## src/rtl/hazard_pkg.sv

```systemverilog
// hazard_pkg: shared state encoding and constants for the pipeline hazard/stall controller
package hazard_pkg;
  typedef enum logic [1:0] {
    RUN      = 2'd0,
    MEM_WAIT = 2'd1,
    MULDIV   = 2'd2
  } state_t;
  localparam logic [31:0] NOP      = 32'h0000_0013;
  localparam logic [4:0]  REG_ZERO = 5'd0;
endpackage

```

## src/rtl/hazard_perf_counter.sv

```systemverilog
// hazard_perf_counter: CNT_W-bit enabled counter that wraps modulo 2^CNT_W
module hazard_perf_counter #(
  parameter int CNT_W = 32
) (
  input  logic             clk,
  input  logic             rst,
  input  logic             en,
  output logic [CNT_W-1:0] cnt
);
  always_ff @(posedge clk)
    if (rst) cnt <= '0;
    else if (en) cnt <= cnt + 1'b1;
endmodule

```

## src/rtl/hazard_stall_controller.sv

```systemverilog
// hazard_stall_controller: 5-stage pipeline stall/flush/bubble sequencing with mul/div watchdog
// Optional stall/flush performance counters enabled by defining HAZARD_STALL_COUNTERS_EN.
module hazard_stall_controller
  import hazard_pkg::*;
#(
  parameter int MULDIV_TIMEOUT = 40,
  parameter int CNT_W          = 32
) (
  input  logic             clk,
  input  logic             rst,
  input  logic [4:0]       rs1_id,
  input  logic [4:0]       rs2_id,
  input  logic             idex_memread,
  input  logic [4:0]       idex_rd,
  input  logic             branch_taken_ex,
  input  logic             dmem_req,
  input  logic             dmem_ack,
  input  logic             muldiv_start,
  input  logic             muldiv_done,
  output logic             pc_we,
  output logic             ifid_we,
  output logic             ifid_flush,
  output logic             idex_bubble,
  output logic             exmem_we,
  output logic             muldiv_abort,
  output logic [CNT_W-1:0] stall_cnt,
  output logic [CNT_W-1:0] flush_cnt
);
  localparam int TO_W = $clog2(MULDIV_TIMEOUT + 1);
  localparam logic [TO_W-1:0] TO_LAST = TO_W'(MULDIV_TIMEOUT - 1);
  state_t state;
  logic [TO_W-1:0] to_cnt;
  logic load_use, mem_stall, md_issue, timeout, freeze, run_ok, flush, lu;
  assign load_use  = idex_memread & (idex_rd != REG_ZERO) & (idex_rd == rs1_id | idex_rd == rs2_id);
  assign mem_stall = state == RUN & dmem_req & !dmem_ack;
  assign md_issue  = state == RUN & !mem_stall & muldiv_start;
  assign timeout   = state == MULDIV & !muldiv_done & to_cnt == TO_LAST;
  assign freeze    = mem_stall | md_issue | (state == MEM_WAIT & !dmem_ack)
                   | (state == MULDIV & !muldiv_done & !timeout);
  assign run_ok    = state == RUN & !freeze;
  // a taken branch squashes the ID instruction, so any load-use hazard on it is moot
  assign flush     = run_ok & branch_taken_ex;
  assign lu        = run_ok & !branch_taken_ex & load_use;
  assign pc_we        = !rst & !freeze & !lu;
  assign ifid_we      = !rst & !freeze & !lu;
  assign exmem_we     = !rst & !freeze;
  assign ifid_flush   = rst | flush;
  assign idex_bubble  = rst | flush | lu;
  assign muldiv_abort = !rst & timeout;
  always_ff @(posedge clk)
    if (rst) begin
      state  <= RUN;
      to_cnt <= '0;
    end else begin
      state  <= mem_stall ? MEM_WAIT :
                md_issue ? MULDIV :
                (state == MEM_WAIT & !dmem_ack) ? MEM_WAIT :
                (state == MULDIV & !muldiv_done & !timeout) ? MULDIV : RUN;
      to_cnt <= state == MULDIV ? to_cnt + 1'b1 : '0;
    end
`ifdef HAZARD_STALL_COUNTERS_EN
  hazard_perf_counter #(.CNT_W(CNT_W)) u_stall_cnt (
    .clk (clk),
    .rst (rst),
    .en  (!pc_we & !rst),
    .cnt (stall_cnt)
  );
  hazard_perf_counter #(.CNT_W(CNT_W)) u_flush_cnt (
    .clk (clk),
    .rst (rst),
    .en  (ifid_flush & !rst),
    .cnt (flush_cnt)
  );
`else
  assign stall_cnt = '0;
  assign flush_cnt = '0;
`endif
endmodule

```

## config.mk

```make
export PLATFORM = sky130hd
export DESIGN_NAME = hazard_stall_controller
export DESIGN_NICKNAME = d
export VERILOG_FILES = /design/src/rtl/hazard_pkg.sv /design/src/rtl/hazard_perf_counter.sv /design/src/rtl/hazard_stall_controller.sv
export SDC_FILE = /design/constraint.sdc
export NUM_CORES = 1
export LEC_CHECK = 0
export BUFFER_PORTS_ARGS = -buffer_cell sky130_fd_sc_hd__buf_4
export CAP_MARGIN = 20
export CELL_PAD_IN_SITES_DETAIL_PLACEMENT = 0
export CELL_PAD_IN_SITES_GLOBAL_PLACEMENT = 1
export CORE_MARGIN = 1
export CORE_UTILIZATION = 25
export CTS_CLUSTER_DIAMETER = 120
export CTS_CLUSTER_SIZE = 20
export DETAILED_ROUTE_END_ITERATION = 8
export GPL_TIMING_DRIVEN = 1
export MAX_ROUTING_LAYER = met4
export PLACE_DENSITY_LB_ADDON = 0.08
export SKIP_CTS_REPAIR_TIMING = 1
export SLEW_MARGIN = 40
export SYNTH_ARGS = -nofsm -noshare
export SYNTH_HDL_FRONTEND = slang
export SYNTH_SLANG_ARGS = --single-unit
```

## constraint.sdc

```tcl
create_clock -name clk -period 2.45 [get_ports clk]
set_clock_uncertainty 0.15 [all_clocks]
set_input_delay 0 -clock clk [delete_from_list [all_inputs] [get_ports clk]]
set_output_delay 0 -clock clk [all_outputs]
set_load 0.02 [all_outputs]
```

# Word-level counts from Yosys, hierarchy flattened
# Index checks and enable logic that the tools add are counted.
# totals
regBits,8
input_bits,23
word_cells,49
# classes
bitwise,24
n_reduce_logical,12
mux,4
addsub,1
eq_ne,5
# ops
operator,count
1-bit AND,17
5-bit == test,2
1-bit zero test,8
"6-bit by 1-bit adder with 6-bit output, second input constant",1
"6-bit == test, second input constant",1
2-bit 2-to-1 mux,3
1-bit OR,6
5-bit nonzero test,1
2-bit OR reduction,2
"2-bit by 1-bit == test with 1-bit output, second input constant",1
"2-bit == test, second input constant",1
2-bit zero test,1
1-bit 2-to-1 mux,1
1-bit inverter,1

# Depth between registers and ports, before layout
# Gate-level depths: netlist of run 1.
# depth
ltp_word,15
ltp_mapped,6
mapped_depth_nobuf,5

# Least setup slack after synthesis of run 1
# No wires, ideal clock.
# synth_path
path_kind,register to output
from,reg to_cnt[0]
to,out pc_we
arrival_time_ns,1.585
stages_incl_launch_ff,7
setup_slack_ns,0.715
cell_sequence,dfxtp_1 -> ha_1 -> nand4_1 -> a32oi_1 -> o21a_1 -> o21a_1 -> buf_4
# synth_lines
element,line,source
"start, declared",hazard_stall_controller.sv:32,logic [TO_W-1:0] to_cnt;
"start signal, assigned",hazard_stall_controller.sv:59,to_cnt <= state == MULDIV ? to_cnt + 1'b1 : '0;
6-bit == test,hazard_stall_controller.sv:37,assign timeout = state == MULDIV & !muldiv_done & to_cnt == TO_LAST;
1-bit AND,hazard_stall_controller.sv:37,
1-bit zero test,hazard_stall_controller.sv:39,| (state == MULDIV & !muldiv_done & !timeout);
1-bit AND,hazard_stall_controller.sv:39,
1-bit OR,hazard_stall_controller.sv:39,
1-bit zero test,--,
1-bit AND,--,
net exmem_we,hazard_stall_controller.sv:24,"output logic exmem_we,"
1-bit AND,hazard_stall_controller.sv:44,assign pc_we = !rst & !freeze & !lu;
"end, declared",hazard_stall_controller.sv:20,"output logic pc_we,"
# The timed path passes the listed nets, and every way through them passes these cells.

# Worst setup path in the final report of run 1
# layout_path
from,reg to_cnt[0]
to,out ifid_we
# layout_via
elab_chain_len,11
# layout_rtl
element,line,source
6-bit == test *,hazard_stall_controller.sv:37,
1-bit AND *,hazard_stall_controller.sv:37,
1-bit zero test *,hazard_stall_controller.sv:39,
1-bit AND *,hazard_stall_controller.sv:39,
1-bit OR *,hazard_stall_controller.sv:39,
1-bit zero test *,"hazard_stall_controller.sv:40, hazard_stall_controller.sv:45",
1-bit AND,hazard_stall_controller.sv:40,assign run_ok = state == RUN & !freeze;
1-bit AND (2 in a row),hazard_stall_controller.sv:43,assign lu = run_ok & !branch_taken_ex & load_use;
1-bit zero test,hazard_stall_controller.sv:45,assign ifid_we = !rst & !freeze & !lu;
1-bit AND *,hazard_stall_controller.sv:45,
"end, declared",hazard_stall_controller.sv:21,"output logic ifid_we,"
# Every way passes the cells marked *; elsewhere a longest branch is shown, timed or not.

==> results of run 1 <==
[routing by layer]
| metal | vias up | part of all wire |
|---|---|---|
| met5 | - | 0 |
| met4 | 0 | 0 |
| met3 | 0 | 0.091 |
| met2 | 52 | 0.46 |
| met1 | 281 | 0.45 |
| li1 | 335 | - |
[power groups by stage]
stage	clock (W)	sequential [W]	combinational, W
after floorplan	0	0.000139	0.000209
after global placement	0	0.000139	0.000179
after detailed placement	0	0.000139	0.000179
after CTS	0.000159	0.000137	0.000179
after global routing	0.000165	0.000137	0.000199
final	0.000155	0.000137	0.000183
[synth_stat cells]
cell        n  share of area
and3_1      1         0.0063
a21oi_1     1         0.0051
xor2_1      2          0.018
a32oi_1     1         0.0089
nor2_1     10          0.038
nand2b_1    1         0.0063
buf_4      65           0.49
o2111ai_2   1          0.015
o21a_1      2          0.015
conb_1      1         0.0038
dfxtp_1     8           0.16
inv_1       2         0.0076
nor3_1      3          0.015
nor3b_2     1          0.013
xnor2_1    12           0.11
a21o_1      1         0.0076
nand2_1     4          0.015
nand4_1     1         0.0063
or4_4       1          0.011
nand3_1     4          0.020
nor4_1      1         0.0063
ha_1        1          0.013
o22ai_1     1         0.0063
[placed cells by master, fill, tap and decap left out, drive strengths merged, types with 3 or more instances in the layout]
master	netlist	final
xnor2	12	12
clkbuf	0	3
nor2	10	10
dfxtp	8	8
dlygate4sd3	0	3
conb	1	64
nor3	3	3
nand2	4	4
buf	65	28
nand3	4	4
[registers in the layout, indices dropped and copies added, names as in the netlist]
| signal | count |
|---|---|
| to_cnt | 6 |
| state | 2 |
[worst max-delay path, stage by stage, from the launching register on]
cell and delay [ns]:
dfxtp_1 0.35, ha_1 0.21, nand4_1 0.14, a32oi_1 0.27, o21a_1 0.17, o21a_1 0.14
buf_4 0.14
[area by class of cell]
cell class,instances,area share
tap,48,0.0557
timing repair buffer,31,0.223
inverter,2,0.00696
clock buffer,3,0.0383
sequential,8,0.148
multi-input combinational,113,0.528
[kinds of logic (layout without fill, tap and decap cells)]
| family | Yosys count | after routing | share of synthesized area |
|---|---|---|---|
| fa+ha+maj | 1 | 1 | 0.0127 |
| buf+inv | 67 | 36 | 0.501 |
| compound gates | 7 | 7 | 0.0582 |
| other cells | 1 | 64 | 0.00379 |
| xor+xnor | 14 | 14 | 0.124 |
| flops | 8 | 8 | 0.162 |
| simple gates | 27 | 27 | 0.138 |
[worst max path at each step]
stage               from  endpoint  slack, ns  cells after the start
3_3_place_gp   to_cnt[0]   ifid_we       0.92                      6
6_report       to_cnt[0]   ifid_we       0.66                      6
3_5_place_dp   to_cnt[0]   ifid_we       0.88                      6
2_1_floorplan  to_cnt[0]     pc_we       0.72                      6
4_1_cts        to_cnt[0]   ifid_we       0.63                      6
5_1_grt        to_cnt[0]     pc_we       0.48                      6
[through the flow]
stage | utilization | setup WS (ns) | total power [W] | instance area [um2] | cells
final | 0.290 | 0.660 | 0.000475 | 1080 | 205
after CTS | 0.282 | 0.632 | 0.000475 | 1050 | 202
after floorplan | - | 0.715 | 0.000348 | 1220 | 188
after global routing | 0.290 | 0.483 | 0.000502 | 1080 | 205
after detailed placement | 0.271 | 0.879 | 0.000318 | 1010 | 199
after global placement | 0.271 | 0.919 | 0.000319 | 1010 | 199
==> out/qor.csv, run 1 <==
stage,metric,value,unit
die,Die H,64.9,um
cells_and_area,Layout fillers,415,
sta,final hold vios,1,
place,DPL Wire Length,1260,um
power,share of total power in combinational logic,0.386,
hold_path,hold wc startpoint,muldiv_start,
logic_synthesis,Yosys cell types,23,
routing,WL/cell,7.00,um
setup_path,CP startpoint kind,flop,
setup_path,element type at the critical path end,primary output,
cells_and_area,nets@finish,183,
logic_synthesis,post-synthesis sequential area ratio,0.162,
power,P_leak,0.549,nW
grt,met2 Usage GRT,0.107,
hold_path,worst hold path type,primary input to flop,
die,Core ar.,0.00372,mm2
setup_path,FF-to-FF End,state[0],
routing,antenna-violating nets left,0,
logic_synthesis,Synth warnings,0,
setup_path,reg-to-reg setup timing slack,0.97,ns
sta,Max Slew Vio Count,0,
logic_synthesis,synthesized area per cell,7.91,um2
grt,Global Route met1 Usage,0.0874,
run_status,status,finished with violations,
clocking,H-tree levels,1,
hold_path,Hold Path Cell Cnt,3,
power,Int Pwr,0.000296,W
die,# IOs,93,
grt,largest net degree at the start of global routing,7,
routing,Pre-Repair DR Iteration Count,2,
die,Initial Utilization,0.266,
sta,period utilization,0.731,
clocking,CTS Buffer Depth,2,
clocking,CTS tree,done,
cells_and_area,n_diodes,0,
grt,Top Usage Layer GRT,met2,
logic_synthesis,"FF+latch count, synth",8,
sta,Final min period,1.79,ns
setup_path,worst-case reg-to-reg path depth,3,
routing,initial DRC count,6,
clocking,clock root buffer,clkbuf_8,
cells_and_area,area of the multi-input gates,569,um2
clocking,CTS sink cnt,8,
setup_path,Critical R2R Launch,state[0],
sta,Max Clock Freq,559,MHz
setup_path,Worst Path Arrival,1.64,ns
setup_path,CP Max Fanout,3,
grt,initial antenna violation count,0,
power,sw frac,0.378,
clocking,Clock Latency Late Sink,0.22,ns
setup_path,Crit Path Class,flop to primary output,
sta,RSZ-0062 raised after global routing,false,
die,Die ar.,0.00421,mm2
grt,total grt overflow,0,
setup_path,Worst Path Required,2.30,ns
power,Pwr per Cell Area,441,mW/mm2
clocking,Clock transition at path regs,0.04,ns
hold_path,WHS Endpoint,state[1],
sta,Final setup viols,0,
grt,vias in the first global route,564,
cells_and_area,Layout area overhead,9.11,%
power,Reg power frac,0.288,
logic_synthesis,Mapped Area,988,um2
grt,met3 usage,0.0211,
sta,hold slack,-0.0470,ns
clocking,total CTS buffers,3,
run_status,violated checks,hold timing,
grt,GRT Overall Usage,0.0692,
grt,first-pass GRT wire length,2260,um
logic_synthesis,Syn Inst Count,125,
sta,setup TNS,0,ns
place,# port buffers,28,
routing,DRC,0,
routing,vias,668,
die,die width,64.9,um
run,Max Cap Violations,0,
cells_and_area,register area,160,um2
routing,DRT Wirelength,1440,um
place,GP Congestion,0.672,
cells_and_area,layout cell share with drive strength beyond 1,0.217,
power,VDD IR max,149,uV
routing,drt via density,3.26,
power,switching power total,0.000180,W
power,clock share of power,0.326,
die,std cell rows,22,
(Power assumes the default switching activity.)
==> inputs of run 2 (changes only) <==
--- a/config.mk
+++ b/config.mk
@@ -10,7 +10,7 @@
 export CELL_PAD_IN_SITES_DETAIL_PLACEMENT = 0
 export CELL_PAD_IN_SITES_GLOBAL_PLACEMENT = 1
 export CORE_MARGIN = 1
-export CORE_UTILIZATION = 25
+export CORE_UTILIZATION = 21
 export CTS_CLUSTER_DIAMETER = 120
 export CTS_CLUSTER_SIZE = 20
 export DETAILED_ROUTE_END_ITERATION = 8
==> constraint.sdc (replaced) <==
create_clock -name clk -period 1.55 [get_ports clk]
set_clock_uncertainty 0.15 [all_clocks]
set_input_delay 0 -clock clk [delete_from_list [all_inputs] [get_ports clk]]
set_output_delay 0 -clock clk [all_outputs]
set_load 0.02 [all_outputs]
==> run 2 against run 1 <==
Net effect:
- the run ends with DRC, hold timing, setup timing left
- routed wire length rose by 29%
- utilization fell by 3.1 points
- final area rose by 6.8%
- critical path type unchanged
- register-to-register slack got worse by 0.72 ns
==> out/qor.csv, run 2 (synthesis gave the netlist of run 1 again) <==
stage,metric,value,unit,change
clocking,H-tree levels,1,,unchanged
power,Pwr per Cell Area,688,mW/mm2,was 441 mW/mm2
clocking,CTS tree,done,,unchanged
setup_path,Setup crit start,to_cnt[0],,unchanged
grt,largest net degree at the start of global routing,7,,unchanged
cells_and_area,Post-Layout Cell Count,212,,was 205
setup_path,Worst Path Required,1.40,ns,was 2.30 ns
clocking,clock root buffer,clkbuf_8,,unchanged
die,Die ar.,0.00499,mm2,was 0.00421 mm2
routing,Pre-Repair DR Iteration Count,6,,was 2
run_status,violated checks,"DRC, hold timing, setup timing",,was hold timing
setup_path,Crit Path Class,flop to primary output,,unchanged
setup_path,FF-to-FF End,state[1],,was state[0]
hold_path,hold wc startpoint,dmem_req,,was muldiv_start
cells_and_area,layout cell share with drive strength beyond 1,0.281,,was 0.217
die,Initial Utilization,0.222,,was 0.266
sta,RSZ-0062 raised after global routing,true,,was false
routing,vias,685,,was 668
cells_and_area,most frequent cells in the layout,"conb_1 (64), buf_4 (30), xnor2_1 (12), nor2_1 (10), dfxtp_1 (6)",,"was conb_1 (64), buf_4 (28), xnor2_1 (12), nor2_1 (10), dfxtp_1 (8)"
cells_and_area,n_diodes,0,,unchanged
place,# port buffers,28,,unchanged
cells_and_area,max FFs per register,6,,unchanged
grt,first-pass GRT wire length,2520,um,was 2260 um
setup_path,worst-case reg-to-reg path depth,5,,was 3
die,std cell rows,24,,was 22
sta,final hold vios,2,,was 1
run_status,status,finished with violations,,unchanged
setup_path,Critical R2R Launch,to_cnt[0],,was state[0]
place,DP Cell Count,204,,was 199
cells_and_area,"most common cell after layout, fill and taps aside",conb_1,,unchanged
sta,Max Clock Freq,599,MHz,
sta,hold slack,-0.0330,ns,was -0.0470 ns
place,placed instance area,0.00103,mm2,was 0.00101 mm2
setup_path,CP startpoint kind,flop,,unchanged
cells_and_area,nets@finish,186,,was 183
grt,initial antenna violation count,0,,unchanged
setup_path,reg-to-reg setup timing slack,0.25,ns,was 0.97 ns
grt,GRT Overall Usage,0.0672,,was 0.0692
sta,period utilization,1.08,,
routing,drt via density,3.23,,was 3.26
grt,Top Usage Layer GRT,met2,,unchanged
die,die width,70.6,um,was 64.9 um
place,GP Congestion,0.717,,was 0.672
routing,DRT Wirelength,1840,um,was 1440 um
routing,initial DRC count,19,,was 6
grt,total grt overflow,0,,unchanged
clocking,Clock Latency Late Sink,0.23,ns,was 0.22 ns
setup_path,CP Max Fanout,3,,unchanged
routing,antenna-violating nets left,0,,unchanged
routing,WL/cell,8.70,um,was 7.00 um
cells_and_area,Regs by FF count,"to_cnt x6, state x2",,unchanged
setup_path,Worst Path Arrival,1.52,ns,was 1.64 ns
sta,Max Slew Vio Count,0,,unchanged
grt,met3 usage,0.0413,,was 0.0211
hold_path,Hold Path Cell Cnt,3,,unchanged
power,VDD IR max,359,uV,was 149 uV
die,Die H,70.6,um,was 64.9 um
run,Max Cap Violations,0,,unchanged
power,P_leak,0.570,nW,was 0.549 nW
grt,vias in the first global route,575,,was 564
setup_path,element type at the critical path end,primary output,,unchanged
clocking,CTS sink cnt,8,,unchanged
grt,Global Route met1 Usage,0.0694,,was 0.0874
die,# IOs,93,,unchanged
clocking,total CTS buffers,3,,unchanged
sta,Final min period,1.67,ns,
cells_and_area,largest register by flop count,to_cnt,,unchanged
place,DPL Wire Length,1590,um,was 1260 um
routing,DRC,11,,was 0
hold_path,worst hold path type,primary input to flop,,unchanged
clocking,CTS Buffer Depth,2,,unchanged
cells_and_area,Layout area overhead,16.6,%,was 9.11%
grt,met2 Usage GRT,0.107,,about the same
sta,PnR worst setup slack,-0.120,ns,was 0.660 ns
clocking,Clock transition at path regs,0.04,ns,about the same
cells_and_area,design area,0.00115,mm2,was 0.00108 mm2
die,Core ar.,0.00444,mm2,was 0.00372 mm2
sta,Final setup viols,3,,was 0
hold_path,WHS Endpoint,state[0],,was state[1]
cells_and_area,Layout fillers,502,,was 415
power,Total Power,0.000792,W,was 0.000475 W
## run 2: cell types whose count changed in the layout (fill, tap and decap cells not counted), sizes merged
cell         change
buf              +4
dlygate4sd3      -1
## run 2: routing by layer
metal,up-vias,wire length [um]
li1,343,-
met1,294,610
met5,-,0
met4,0,0
met2,48,1000
met3,0,232
## run 2: area by class of cell
| class | instances | area (um2) | area share |
|---|---|---|---|
| multi-input cells | 113 | 608 | 0.528 |
| repair buffers | 34 | 268 | 0.232 |
| flip-flops and latches | 8 | 163 | 0.141 |
| well taps | 52 | 65.1 | 0.0565 |
| clock buffers | 3 | 41.3 | 0.0358 |
| inverters | 2 | 7.51 | 0.00651 |
## run 2: worst max-delay path by stage
| stage | cells past startpoint | slack [ns] | endpoint |
|---|---|---|---|
| after floorplan | 6 | 0.002 | pc_we |
| after global placement | 6 | 0.04 | pc_we |
| after detailed placement | 6 | 0.007 | pc_we |
| after CTS | 6 | -0.25 | pc_we |
| after global routing | 6 | -0.22 | pc_we |
| final | 6 | -0.12 | pc_we |
## run 2: where the power goes
group          internal, W  leakage [nW]  switching [W]
clock             0.000169        0.0216      0.0000886
sequential        0.000211        0.0658     0.00000481
combinational     0.000106         0.482       0.000212
## run 2: stage by stage
stage / setup WS, ns / TNS (ns) / utilization
global route: -0.222 / -0.669 / 0.259
global placement: 0.0435 / 0 / 0.232
CTS: -0.246 / -0.643 / 0.241
floorplan: 0.00174 / 0 / -
finish: -0.120 / -0.320 / 0.259
detailed placement: 0.00672 / 0 / 0.232
## run 2: worst max-delay path, stage by stage (launching register included)
cell and delay [ns]:
dfxtp_2 0.35, ha_4 0.15, nand4_1 0.13, a32oi_2 0.23, o21a_2 0.17, o21a_4 0.12
buf_4 0.13
